===== src/rtl/dual_issue_dispatcher.sv =====
// dual_issue_dispatcher: buffers decoded instructions, screens register hazards and
// hands each head instruction to an idle processor with a writeback-claim pulse.
module dual_issue_dispatcher #(
    parameter int REGISTER_AMOUNT   = 32,
    parameter int INSTRUCTION_WIDTH = 32,
    parameter int FIFO_DEPTH        = 4,
    parameter int REG_CTN_WIDTH     = $clog2(REGISTER_AMOUNT)
) (
    input  logic                         clk,
    input  logic                         rst_n,
    input  logic                         in_valid,
    output logic                         in_ready,
    input  logic [INSTRUCTION_WIDTH-1:0] in_instr,
    input  logic [REG_CTN_WIDTH-1:0]     in_rd,
    input  logic [REG_CTN_WIDTH-1:0]     in_rs1,
    input  logic [REG_CTN_WIDTH-1:0]     in_rs2,
    input  logic                         in_sync,
    input  logic                         processor_idle_1,
    input  logic                         processor_idle_2,
    input  logic [REGISTER_AMOUNT-1:0]   processing_register_table,
    input  logic                         synchronized_processors,
    output logic                         issue_valid_1,
    output logic                         issue_valid_2,
    output logic [INSTRUCTION_WIDTH-1:0] issue_instr_1,
    output logic [INSTRUCTION_WIDTH-1:0] issue_instr_2,
    output logic                         boot_renew_register_1,
    output logic                         boot_renew_register_2,
    output logic [REG_CTN_WIDTH-1:0]     register_num,
    output logic [$clog2(FIFO_DEPTH):0]  fifo_count
);
    localparam int PW = $clog2(FIFO_DEPTH);
    localparam int CW = PW + 1;

    typedef struct packed {
        logic [INSTRUCTION_WIDTH-1:0] instr;
        logic [REG_CTN_WIDTH-1:0]     rd;
        logic [REG_CTN_WIDTH-1:0]     rs1;
        logic [REG_CTN_WIDTH-1:0]     rs2;
        logic                         sync;
    } entry_t;

    typedef enum logic [1:0] {IDLE, BARRIER, OFFER1, OFFER2} state_t;

    state_t                   state, state_nx;
    entry_t                   mem [FIFO_DEPTH];
    entry_t                   head;
    logic [PW-1:0]            wr_ptr, rd_ptr;
    logic [CW-1:0]            count;
    logic [REG_CTN_WIDTH-1:0] shadow_rd;
    logic                     shadow_valid, busy_1, busy_2;
    logic                     push, accept, boot, hazard, sel_1, sel_2, barrier_ok;

    // Register 0 is hardwired, so it never creates a dependency.
    function automatic logic reg_haz(input logic [REG_CTN_WIDTH-1:0] r,
                                     input logic [REGISTER_AMOUNT-1:0] tbl,
                                     input logic sv, input logic [REG_CTN_WIDTH-1:0] sr);
        return r != '0 && (tbl[r] || (sv && sr == r));
    endfunction

    assign head       = mem[rd_ptr];
    assign in_ready   = count != CW'(FIFO_DEPTH);
    assign fifo_count = count;
    assign push       = in_valid && in_ready;
    assign hazard     = reg_haz(head.rd, processing_register_table, shadow_valid, shadow_rd)
                     || reg_haz(head.rs1, processing_register_table, shadow_valid, shadow_rd)
                     || reg_haz(head.rs2, processing_register_table, shadow_valid, shadow_rd);
    assign sel_1      = processor_idle_1 && !busy_1;
    assign sel_2      = processor_idle_2 && !busy_2 && head.rd != REG_CTN_WIDTH'(1);
    assign barrier_ok = processor_idle_1 && processor_idle_2 && synchronized_processors
                     && processing_register_table == '0 && !shadow_valid;

    always_ff @(posedge clk or negedge rst_n)
        if (!rst_n)
            state <= IDLE;
        else
            state <= state_nx;

    always_comb begin
        state_nx = state;
        case (state)
            IDLE:    if (count != '0 && !hazard)
                         state_nx = head.sync ? BARRIER : sel_1 ? OFFER1 : sel_2 ? OFFER2 : IDLE;
            BARRIER: if (barrier_ok) state_nx = OFFER1;
            OFFER1:  if (!processor_idle_1) state_nx = IDLE;
            OFFER2:  if (!processor_idle_2) state_nx = IDLE;
            default: state_nx = IDLE;
        endcase
    end

    // A processor accepts by dropping its idle flag while it is being offered.
    always_comb begin
        issue_valid_1         = state == OFFER1;
        issue_valid_2         = state == OFFER2;
        issue_instr_1         = issue_valid_1 ? head.instr : '0;
        issue_instr_2         = issue_valid_2 ? head.instr : '0;
        accept                = (issue_valid_1 && !processor_idle_1) || (issue_valid_2 && !processor_idle_2);
        boot                  = accept && head.rd != '0;
        boot_renew_register_1 = boot && issue_valid_1;
        boot_renew_register_2 = boot && issue_valid_2;
        register_num          = boot ? head.rd : '0;
    end

    always_ff @(posedge clk)
        if (push)
            mem[wr_ptr] <= '{in_instr, in_rd, in_rs1, in_rs2, in_sync};

    always_ff @(posedge clk or negedge rst_n)
        if (!rst_n) begin
            wr_ptr       <= '0;
            rd_ptr       <= '0;
            count        <= '0;
            shadow_valid <= 1'b0;
            shadow_rd    <= '0;
            busy_1       <= 1'b0;
            busy_2       <= 1'b0;
        end else begin
            if (push)
                wr_ptr <= wr_ptr + 1'b1;
            if (accept)
                rd_ptr <= rd_ptr + 1'b1;
            count        <= count + CW'(push) - CW'(accept);
            shadow_valid <= boot;
            shadow_rd    <= boot ? head.rd : shadow_rd;
            busy_1       <= (accept && issue_valid_1) || (busy_1 && !processor_idle_1);
            busy_2       <= (accept && issue_valid_2) || (busy_2 && !processor_idle_2);
        end
endmodule


===== config.mk =====
export PLATFORM = sky130hd
export DESIGN_NAME = dual_issue_dispatcher
export DESIGN_NICKNAME = d
export VERILOG_FILES = /design/src/rtl/dual_issue_dispatcher.sv
export SDC_FILE = /design/constraint.sdc
export NUM_CORES = 1
export LEC_CHECK = 0
export BUFFER_PORTS_ARGS = -buffer_cell sky130_fd_sc_hd__buf_2
export CELL_PAD_IN_SITES_DETAIL_PLACEMENT = 0
export CELL_PAD_IN_SITES_GLOBAL_PLACEMENT = 2
export CORE_UTILIZATION = 38
export CTS_BUF_LIST = sky130_fd_sc_hd__clkbuf_8
export CTS_CLUSTER_DIAMETER = 120
export DETAILED_ROUTE_END_ITERATION = 6
export PLACE_DENSITY = 0.85
export REMOVE_ABC_BUFFERS = 1
export SYNTH_ARGS = -nofsm -noshare
export SYNTH_HDL_FRONTEND = slang
export SYNTH_SLANG_ARGS = --single-unit

===== constraint.sdc =====
create_clock -name clk -period 2.5 [get_ports clk]
set_input_delay 0.125 -clock clk [delete_from_list [all_inputs] [get_ports clk]]
set_output_delay 0.125 -clock clk [all_outputs]
set_load 0.1 [all_outputs]

# [After elaboration in Yosys (flattened, before gate mapping)]
# Memory sizes are Yosys's and may differ from the RTL's.
# Cells that the tools add are included.
[op_classes] muxes=19 order_cmp=3 n_reduce_logical=45 n_addsub=4 eq_ne=12
[op_table] cell="two-way mux 32 bit" count=2
[op_table] cell="logical NOT 32 bit" count=1
[op_table] cell="logical AND 1 bit" count=24
[op_table] cell="less-than comparator 5 x 6 -> 1 bit (second input constant)" count=3
[op_table] cell="binary-select mux 1 bit (select 5 bit)" count=3
[op_table] cell="equality test 5 bit" count=3
[op_table] cell="nonzero test 5 bit" count=3
[op_table] cell="two-way mux 2 bit" count=7
[op_table] cell="logical OR 1 bit" count=8
[op_table] cell="inequality test 2 bit (second input constant)" count=4
[op_table] cell="case mux 2 bit (4 select lines)" count=1
[op_table] cell="logical NOT 1 bit" count=6
[op_table] cell="two-way mux 1 bit" count=5
[op_table] cell="two-way mux 5 bit" count=1
[op_table] cell="inequality test 5 x 1 -> 1 bit (second input constant)" count=1
[op_table] cell="adder 2 x 1 -> 2 bit (second input constant)" count=2
[op_table] cell="equality test 2 bit (second input constant)" count=2
[op_table] cell="AND reduction 4 bit" count=1
[op_table] cell="adder 3 x 1 -> 3 bit" count=1
[op_table] cell="inequality test 3 bit (second input constant)" count=1
[op_table] cell="nonzero test 3 bit" count=1
[op_table] cell="subtractor 3 x 1 -> 3 bit" count=1
[op_table] cell="equality test 2 x 1 -> 1 bit (second input constant)" count=1
[op_table] cell="logical NOT 2 bit" count=1
[totals] ff_bits=17 out_inout_bits=77 input_bits=86 mem_count=1 word_cells=92 mem_bits_rw=192
[memory_table] name="mem" depth=4 width=48 read_ports=1 rd_clocked_by_memory_dff=0 write_ports=1 line_no="45" rtl="entry_t mem [FIFO_DEPTH];"

# [Logic depth before layout (Yosys ltp)]
# Gate-level depths: netlist of run 1.
# An unclocked memory read counts as a cell.
[depth] depth_word=11 mapped_depth=11 mapped_depth_nobuf=11

# [Worst setup path before layout of run 1]
# Ideal clock, no wire load.
[synth_timing] path_type="reg-to-output" startpoint="register rd_ptr[1]" endpoint="output boot_renew_register_1" slack_ns=-1.311 arrival_ns=3.686 path_stages_with_launch=9 n_path_buf=2 path_cell_list="dfrtp_1 > buf_2 > buf_4 > mux2i_1 > mux2_2 > and3_1 > and2_1 > nand2b_1 > nor3_1"
[synth_between] elab_chain_cells=4
[synth_rtl] element="start, declared" line_no="47" rtl="logic [PW-1:0] wr_ptr, rd_ptr;"
[synth_rtl] element="start signal, assigned" line_no="120" rtl="rd_ptr <= rd_ptr + 1'b1;"
[synth_rtl] element="memory read (4 x 48 bit)"
[synth_rtl] element="nonzero test 5 bit" line_no="97" rtl="boot = accept && head.rd != '0;"
[synth_rtl] element="logical AND 1 bit" line_no="97"
[synth_rtl] element="logical AND 1 bit" line_no="98" rtl="boot_renew_register_1 = boot && issue_valid_1;"
[synth_rtl] element="end, declared" line_no="26" rtl="output logic boot_renew_register_1,"
# No other way between the ends.

# [Worst setup path after layout of run 1]
[layout_timing] startpoint="register rd_ptr[0]" endpoint="register state[1]"
[layout_between] elab_chain_cells=11 elab_cells_between_ends=35
[layout_rtl] element="memory read (4 x 48 bit) (*)"
[layout_rtl] element="binary-select mux 1 bit (select 5 bit) or equality test 5 bit (tied branches)" line_no="57" rtl="return r != '0 && (tbl[r] || (sv && sr == r));"
[layout_rtl] element="two-way mux 1 bit (not written as such) or logical AND 1 bit (tied branches)" line_no="57"
[layout_rtl] element="logical OR 1 bit" line_no="57"
[layout_rtl] element="logical AND 1 bit" line_no="57"
[layout_rtl] element="logical OR 1 bit" line_no="65" rtl="|| reg_haz(head.rs1, processing_register_table, shadow_valid, shadow_rd)"
[layout_rtl] element="logical OR 1 bit" line_no="66" rtl="|| reg_haz(head.rs2, processing_register_table, shadow_valid, shadow_rd);"
[layout_rtl] element="logical NOT 1 bit" line_no="81" rtl="IDLE: if (count != '0 && !hazard)"
[layout_rtl] element="logical AND 1 bit" line_no="81"
[layout_rtl] element="inequality test 2 bit (no line)"
[layout_rtl] element="AND reduction 4 bit (no line)"
[layout_rtl] element="end signal, assigned" line_no="76" rtl="state <= state_nx;"
[layout_rtl] element="end, declared" line_no="44" rtl="state_t state, state_nx;"
# Mark *: on every way between the ends. The rest lies on a longest branch, timed or not. The select of a mux whose other input is x is not followed.
# A chain may end at the register's enable or synchronous reset.

==> out/metrics.cfg, run 1 <==
[status]
status=complete, but fails checks
violations=negative setup slack

[worst_setup_path]
cp_data_arrival_time_ns=3.15
crit_slowest_cell=mux4_2
crit_path_end_kind=flip-flop
r2r-start=rd_ptr[0]
cp_data_required_time_ns=2.90
critPathLaunchType=flip-flop
startpoint=rd_ptr[0]
cpPeakStageDelay_ns=0.61
r2r_slack_ns=-0.25
cp_max_fo=7
path_cells=buf_8, mux4_2, buf_12, mux4_2, mux2i_1, o2111ai_2, o41ai_4, o2111ai_2, o31ai_2
r2r_cells=9
r2r_end=state[1]
cp-endpoint=state[1]
crit_type=reg -> reg

[power]
powerDensity_nw_per_um2=1149
total_power_uw=14620
peakVddDrop_mv=0.5536
leakage_uw=0.004969

[placement]
place_inst=1087
port_buffers=162
placed_area_um2=11150
gp_congestion=0.9650
hpwl_um=15920

[cells_and_area]
nets=957
multi_input_area_um2=3243
n_fill_cell=2013
layout.cells.non_filler=1210
diodes=0
register_area_um2=6196
drive_above_1_share=0.3928
syn2layout_area_growth_pct=33.35
fin_area_um2=12720

[grt]
grt_pass1_vias=6575
antenna_found_initial=0
grt_pass1_wl_um=36540
grt_max_degree=41
grt_remaining_overflow=0
track_usage=0.1833

[timing]
drv_slew=0
setup_slack_ns=-0.2496
setup_viol=4
fmax_ghz=0.3637
finClkSkew_ns=0.01404
rsz0062_at_grt=true
finalSetupTns_ns=-0.7659
max_slew_margin=0.6125
hold_violations=0
worst_slew_pin_slew_ns=0.5651
fin_crit_ns=2.750
fin_crit_sh=1.100

[cts]
cts_buffers=36
h-tree-depth=2
tritoncts=built
clock-sinks=209
root_buffer=clkbuf_8
clk_latency_ns=0.51
clkTransAtPathRegs_ns=0.06
clockBufferDepth=3

[yosys]
ys.flop_type=edfxtp_1
ys_warn_count=0
synth.ff_latch_count=209
synth.avg_cell_area_um2=16.51
synth_edf_count=192
yosysUniqueCellTypes=48
async_reset_ff_frac=0.08134
synth_cells=578
synth_area_um2=9540
ys_seq_area_frac=0.6489

[die]
die_h_um=160.5
die_x_um=160.5
dieArea_um2=25740
start_util=0.3900
ioPinCount=163
core_area_um2=24460
row_count=57

[routing]
routedWlPerCell_um=19.49
viasPerCell=5.212
totalWireLength_um=23580
drt_first_pass_iters=5
post-route-drc-count=0
ant_nets=0
via_count=6307
drt_iter0_drc=396

[min_path]
min_path_type=in -> async

[run]
maxCapViolCount=0

what timing repair did:
item | in CTS | in global routing
hold endpoints to repair | 212 | 0
setup endpoints to repair | 61 | 64
buffers inserted | 7 | 4
pin swaps | 5 | 3
hold buffers | 51 | 0
cloned | 0 | 1
resized for setup | 81 | 16
kinds of logic (layout without fill, tap and decap cells):
logic type | after synthesis | count (layout) | share of synthesized area
mux | 113 | 113 | 0.1849
xor+xnor | 19 | 19 | 0.01744
flops | 209 | 209 | 0.6489
compound gates | 36 | 36 | 0.02807
fa+ha+maj | 7 | 7 | 0.009967
simple gates | 154 | 154 | 0.09010
buf+inv | 40 | 348 | 0.02059
metal layers:
| layer | wire length (um) | GRT usage |
|---|---|---|
| met1 | 10090 | 0.2408 |
| met2 | 11500 | 0.3076 |
| met3 | 1460 | 0.03642 |
| met4 | 531 | 0.05455 |
| met5 | 0 | 0 |
cell type report:
class | count | share of cell area
Inverter | 12 | 0.003836
Clock buffer | 36 | 0.03895
Clock inverter | 24 | 0.01249
Sequential cell | 209 | 0.4870
Tap cell | 324 | 0.03186
Multi-Input combinational cell | 329 | 0.2549
Timing Repair Buffer | 276 | 0.1709
where the power goes:
part / internal, uW / leakage (uW) / switching [uW]
sequential: 4620 / 0.00197 / 310
combinational: 2940 / 0.00264 / 3910
clock: 1550 / 0.000360 / 1290
total: 9110 / 0.00497 / 5510
worst max-delay path, delay by kind of cell, from the launching register on:
kind	cells	cell delay [ns]
flops	1	0.43
buf+inv	2	0.32
mux	3	1.23
compound gates	4	0.68
synthesized netlist by cell type (4+ instances only):
library cell | number | share of area
edfxtp_1 | 192 | 0.60
and2_1 | 67 | 0.044
mux2i_1 | 57 | 0.060
mux4_2 | 46 | 0.11
nand2_1 | 26 | 0.010
dfrtp_1 | 17 | 0.045
nor2_1 | 14 | 0.0055
inv_1 | 12 | 0.0047
xnor2_1 | 12 | 0.011
clkbuf_1 | 11 | 0.0043
buf_2 | 10 | 0.0052
and3_1 | 8 | 0.0052
nor4_1 | 8 | 0.0052
o21ai_0 | 8 | 0.0042
mux2_2 | 7 | 0.0083
nand4_1 | 7 | 0.0046
nor3_1 | 7 | 0.0037
xor2_1 | 7 | 0.0064
a21o_1 | 6 | 0.0047
ha_1 | 6 | 0.0079
a2111oi_0 | 4 | 0.0037
buf_6 | 4 | 0.0047
registers in the layout, indices dropped and copies added, names as in the netlist:
register,count
state,2
fifo_count,3
shadow_rd,5
shadow_valid,1
rd_ptr,2
mem,192
wr_ptr,2
busy_2,1
busy_1,1
how the worst min path moves through the flow:
stage	start	end	slack, ns
2_1_floorplan	rst_n	busy_1	-0.17
3_3_place_gp	rst_n	shadow_rd[1]	0.08
3_5_place_dp	rst_n	shadow_rd[1]	0.09
4_1_cts	in_valid	wr_ptr[0]	0.07
5_1_grt	in_valid	wr_ptr[0]	0.10
6_report	rst_n	shadow_rd[1]	0.09
cell usage in the layout, fill, tap and decap left out, types with 8 or more instances in the layout:
cell type      count
and2_1            66
buf_12            13
buf_2            102
buf_4             99
clkbuf_8          36
clkinv_1           8
dfrtp_1           15
dlygate4sd3_1     51
edfxtp_1         192
inv_1             16
mux2i_1           57
mux4_2            46
nand2_1           26
nor2_1            10
nor4_1             8
o21ai_0            8
xnor2_1           12
through the flow:
step | util | hold WS [ns] | setup WS [ns]
2_1_floorplan | - | -0.1706 | -2.868
3_3_place_gp | 0.4556 | 0.08208 | -0.2471
3_5_place_dp | 0.4556 | 0.08638 | -0.3179
4_1_cts | 0.5164 | 0.07132 | -0.2380
5_1_grt | 0.5201 | 0.1026 | -0.3677
6_report | 0.5201 | 0.09058 | -0.2496
Power figures use the tool's default switching activity.
==> inputs of run 2 (changes only) <==
--- a/config.mk
+++ b/config.mk
@@ -8,11 +8,11 @@
 export BUFFER_PORTS_ARGS = -buffer_cell sky130_fd_sc_hd__buf_2
 export CELL_PAD_IN_SITES_DETAIL_PLACEMENT = 0
 export CELL_PAD_IN_SITES_GLOBAL_PLACEMENT = 2
-export CORE_UTILIZATION = 38
+export CORE_UTILIZATION = 45
 export CTS_BUF_LIST = sky130_fd_sc_hd__clkbuf_8
 export CTS_CLUSTER_DIAMETER = 120
 export DETAILED_ROUTE_END_ITERATION = 6
-export PLACE_DENSITY = 0.85
+export PLACE_DENSITY = 0.93
 export REMOVE_ABC_BUFFERS = 1
 export SYNTH_ARGS = -nofsm -noshare
 export SYNTH_HDL_FRONTEND = slang
==> constraint.sdc (replaced) <==
create_clock -name clk -period 3.34 [get_ports clk]
set_input_delay 0.167 -clock clk [delete_from_list [all_inputs] [get_ports clk]]
set_output_delay 0.167 -clock clk [all_outputs]
set_load 0.1 [all_outputs]
==> out/metrics.cfg, run 2 (synthesis results as in run 1) <==
[die]
core_area_um2=20490
row_count=52
start_util=0.4655
die_x_um=147.6
dieArea_um2=21790
die_h_um=147.6
ioPinCount=163

[worst_setup_path]
cp_max_fo=17
cp_data_arrival_time_ns=3.05
cp_top_family=simple AND/OR/NAND/NOR gates
critPathBufInv=2
critPathLaunchType=flip-flop
r2r_cells=8
r2r_slack_ns=0.38
startpoint=rd_ptr[0]
crit_path_end_kind=output port
path_cells=buf_6, mux2_2, and3_1, and2_1, nand2b_1, nor3_1, buf_12
crit_slowest_cell=dfrtp_4
cp_data_required_time_ns=3.17
cpPeakStageDelay_ns=0.59
crit_type=reg -> out
r2r-start=rd_ptr[0]
r2r_end=state[1]

[status]
status=completed

[timing]
fmax_ghz=0.3110
rsz0062_at_grt=true
finClkSkew_ns=0.01725
setup_viol=0
hold_violations=0
fin_crit_ns=3.215
drv_slew=0
worst_slew_pin_slew_ns=0.7561
max_slew_margin=0.4959
finalSetupTns_ns=0
fin_crit_sh=0.9627

[power]
leakage_uw=0.004660
total_power_uw=9997
peakVddDrop_mv=0.4283
powerDensity_nw_per_um2=843.9

[cells_and_area]
regMostFlops=mem
syn2layout_area_growth_pct=24.17
layout_common_cells=edfxtp_1, buf_2, and2_1, mux2i_1, dlygate4sd3_1
largest_reg_flops=192
drive_above_1_share=0.3409
fin_area_um2=11850
nets=909
mostFrequentLayoutCell=edfxtp_1
n_fill_cell=1604

[routing]
totalWireLength_um=22590
via_count=6088
viasPerCell=5.500
drt_first_pass_iters=5
ant_nets=0
post-route-drc-count=0
routedWlPerCell_um=20.40
drt_iter0_drc=364

[min_path]
holdPathEnd=wr_ptr[0]
whs_path_depth=3
min_path_type=in -> reg
min-delay-start=in_valid

[placement]
port_buffers=162
placed_area_um2=10690
gp_congestion=0.9605
hpwl_um=14680

[cts]
clkTransAtPathRegs_ns=0.06
root_buffer=clkbuf_8
h-tree-depth=2
clk_latency_ns=0.52
clock-sinks=209
tritoncts=built
cts_buffers=35
clockBufferDepth=3

[run]
maxCapViolCount=0

[grt]
antenna_found_initial=1
grt_pass1_wl_um=35220
track_usage=0.2128
grt_remaining_overflow=0
grt_max_degree=49
grt_pass1_vias=6297

## run 2: cell types whose count changed in the layout (fill, tap and decap cells not counted), moves of 5 or more
cell | previous run | this run
buf_2 | 102 | 160
buf_6 | 6 | 1
buf_4 | 99 | 13
buf_12 | 13 | 2
## run 2: tightest hold or removal path, delay by kind of cell
family / cells / cell delay [ns]
AND/OR/NAND/NOR: 1 / 0.20
buffers and inverters: 1 / 0.11
XOR/XNOR: 1 / 0.08
## run 2: routing by layer
layer,vias up,global-route usage,wire (um)
li1,2741,-,-
met1,3046,0.2898,9874
met2,257,0.3453,10730
met3,44,0.03735,1506
met4,0,0.07629,476
met5,-,0,0
## run 2: how the worst max path moves through the flow
| stage | cells past startpoint | endpoint | slack (ns) |
|---|---|---|---|
| 2_1_floorplan | 6 | boot_renew_register_1 | -2.07 |
| 3_3_place_gp | 9 | state[0] | 0.41 |
| 5_1_grt | 7 | boot_renew_register_1 | -0.004 |
| 4_1_cts | 8 | boot_renew_register_2 | 0.04 |
| 6_report | 7 | boot_renew_register_1 | 0.12 |
| 3_5_place_dp | 8 | state[1] | 0.29 |
## run 2: layout make-up
class | instances | area (um^2) | area share
antenna | 1 | 2.502 | 0.0002112
sequential | 209 | 6196 | 0.5230
tap | 270 | 337.8 | 0.02852
timing repair buffer | 229 | 1483 | 0.1252
inverter | 12 | 45.04 | 0.003802
multi-input combinational | 329 | 3161 | 0.2668
clock inverter | 21 | 126.4 | 0.01067
clock buffer | 36 | 495.5 | 0.04182
## run 2: through the flow
step	setup slack [ns]	util	hold slack, ns	std cells
floorplan	-2.070	-	-0.1286	550
global placement	0.4075	0.5216	0.1037	997
detailed placement	0.2854	0.5216	0.1146	997
CTS	0.03621	0.5778	0.04891	1106
global route	-0.004402	0.5780	0.09187	1107
finish	0.1246	0.5780	0.09291	1107
## run 2: report_power, final
group	internal, uW	switching [uW]	leakage [uW]
sequential	3470	300	0.00197
combinational	1570	2620	0.00235
clock	1080	962	0.000340
## run 2: timing repair
| action | CTS | global route |
|---|---|---|
| resized for setup | 1 | 1 |
| buffers inserted | 1 | 0 |
| hold buffers | 51 | 0 |
| setup endpoints to repair | 2 | 2 |
| cloned | 0 | 0 |
| endpoints found under the hold margin | 212 | 0 |
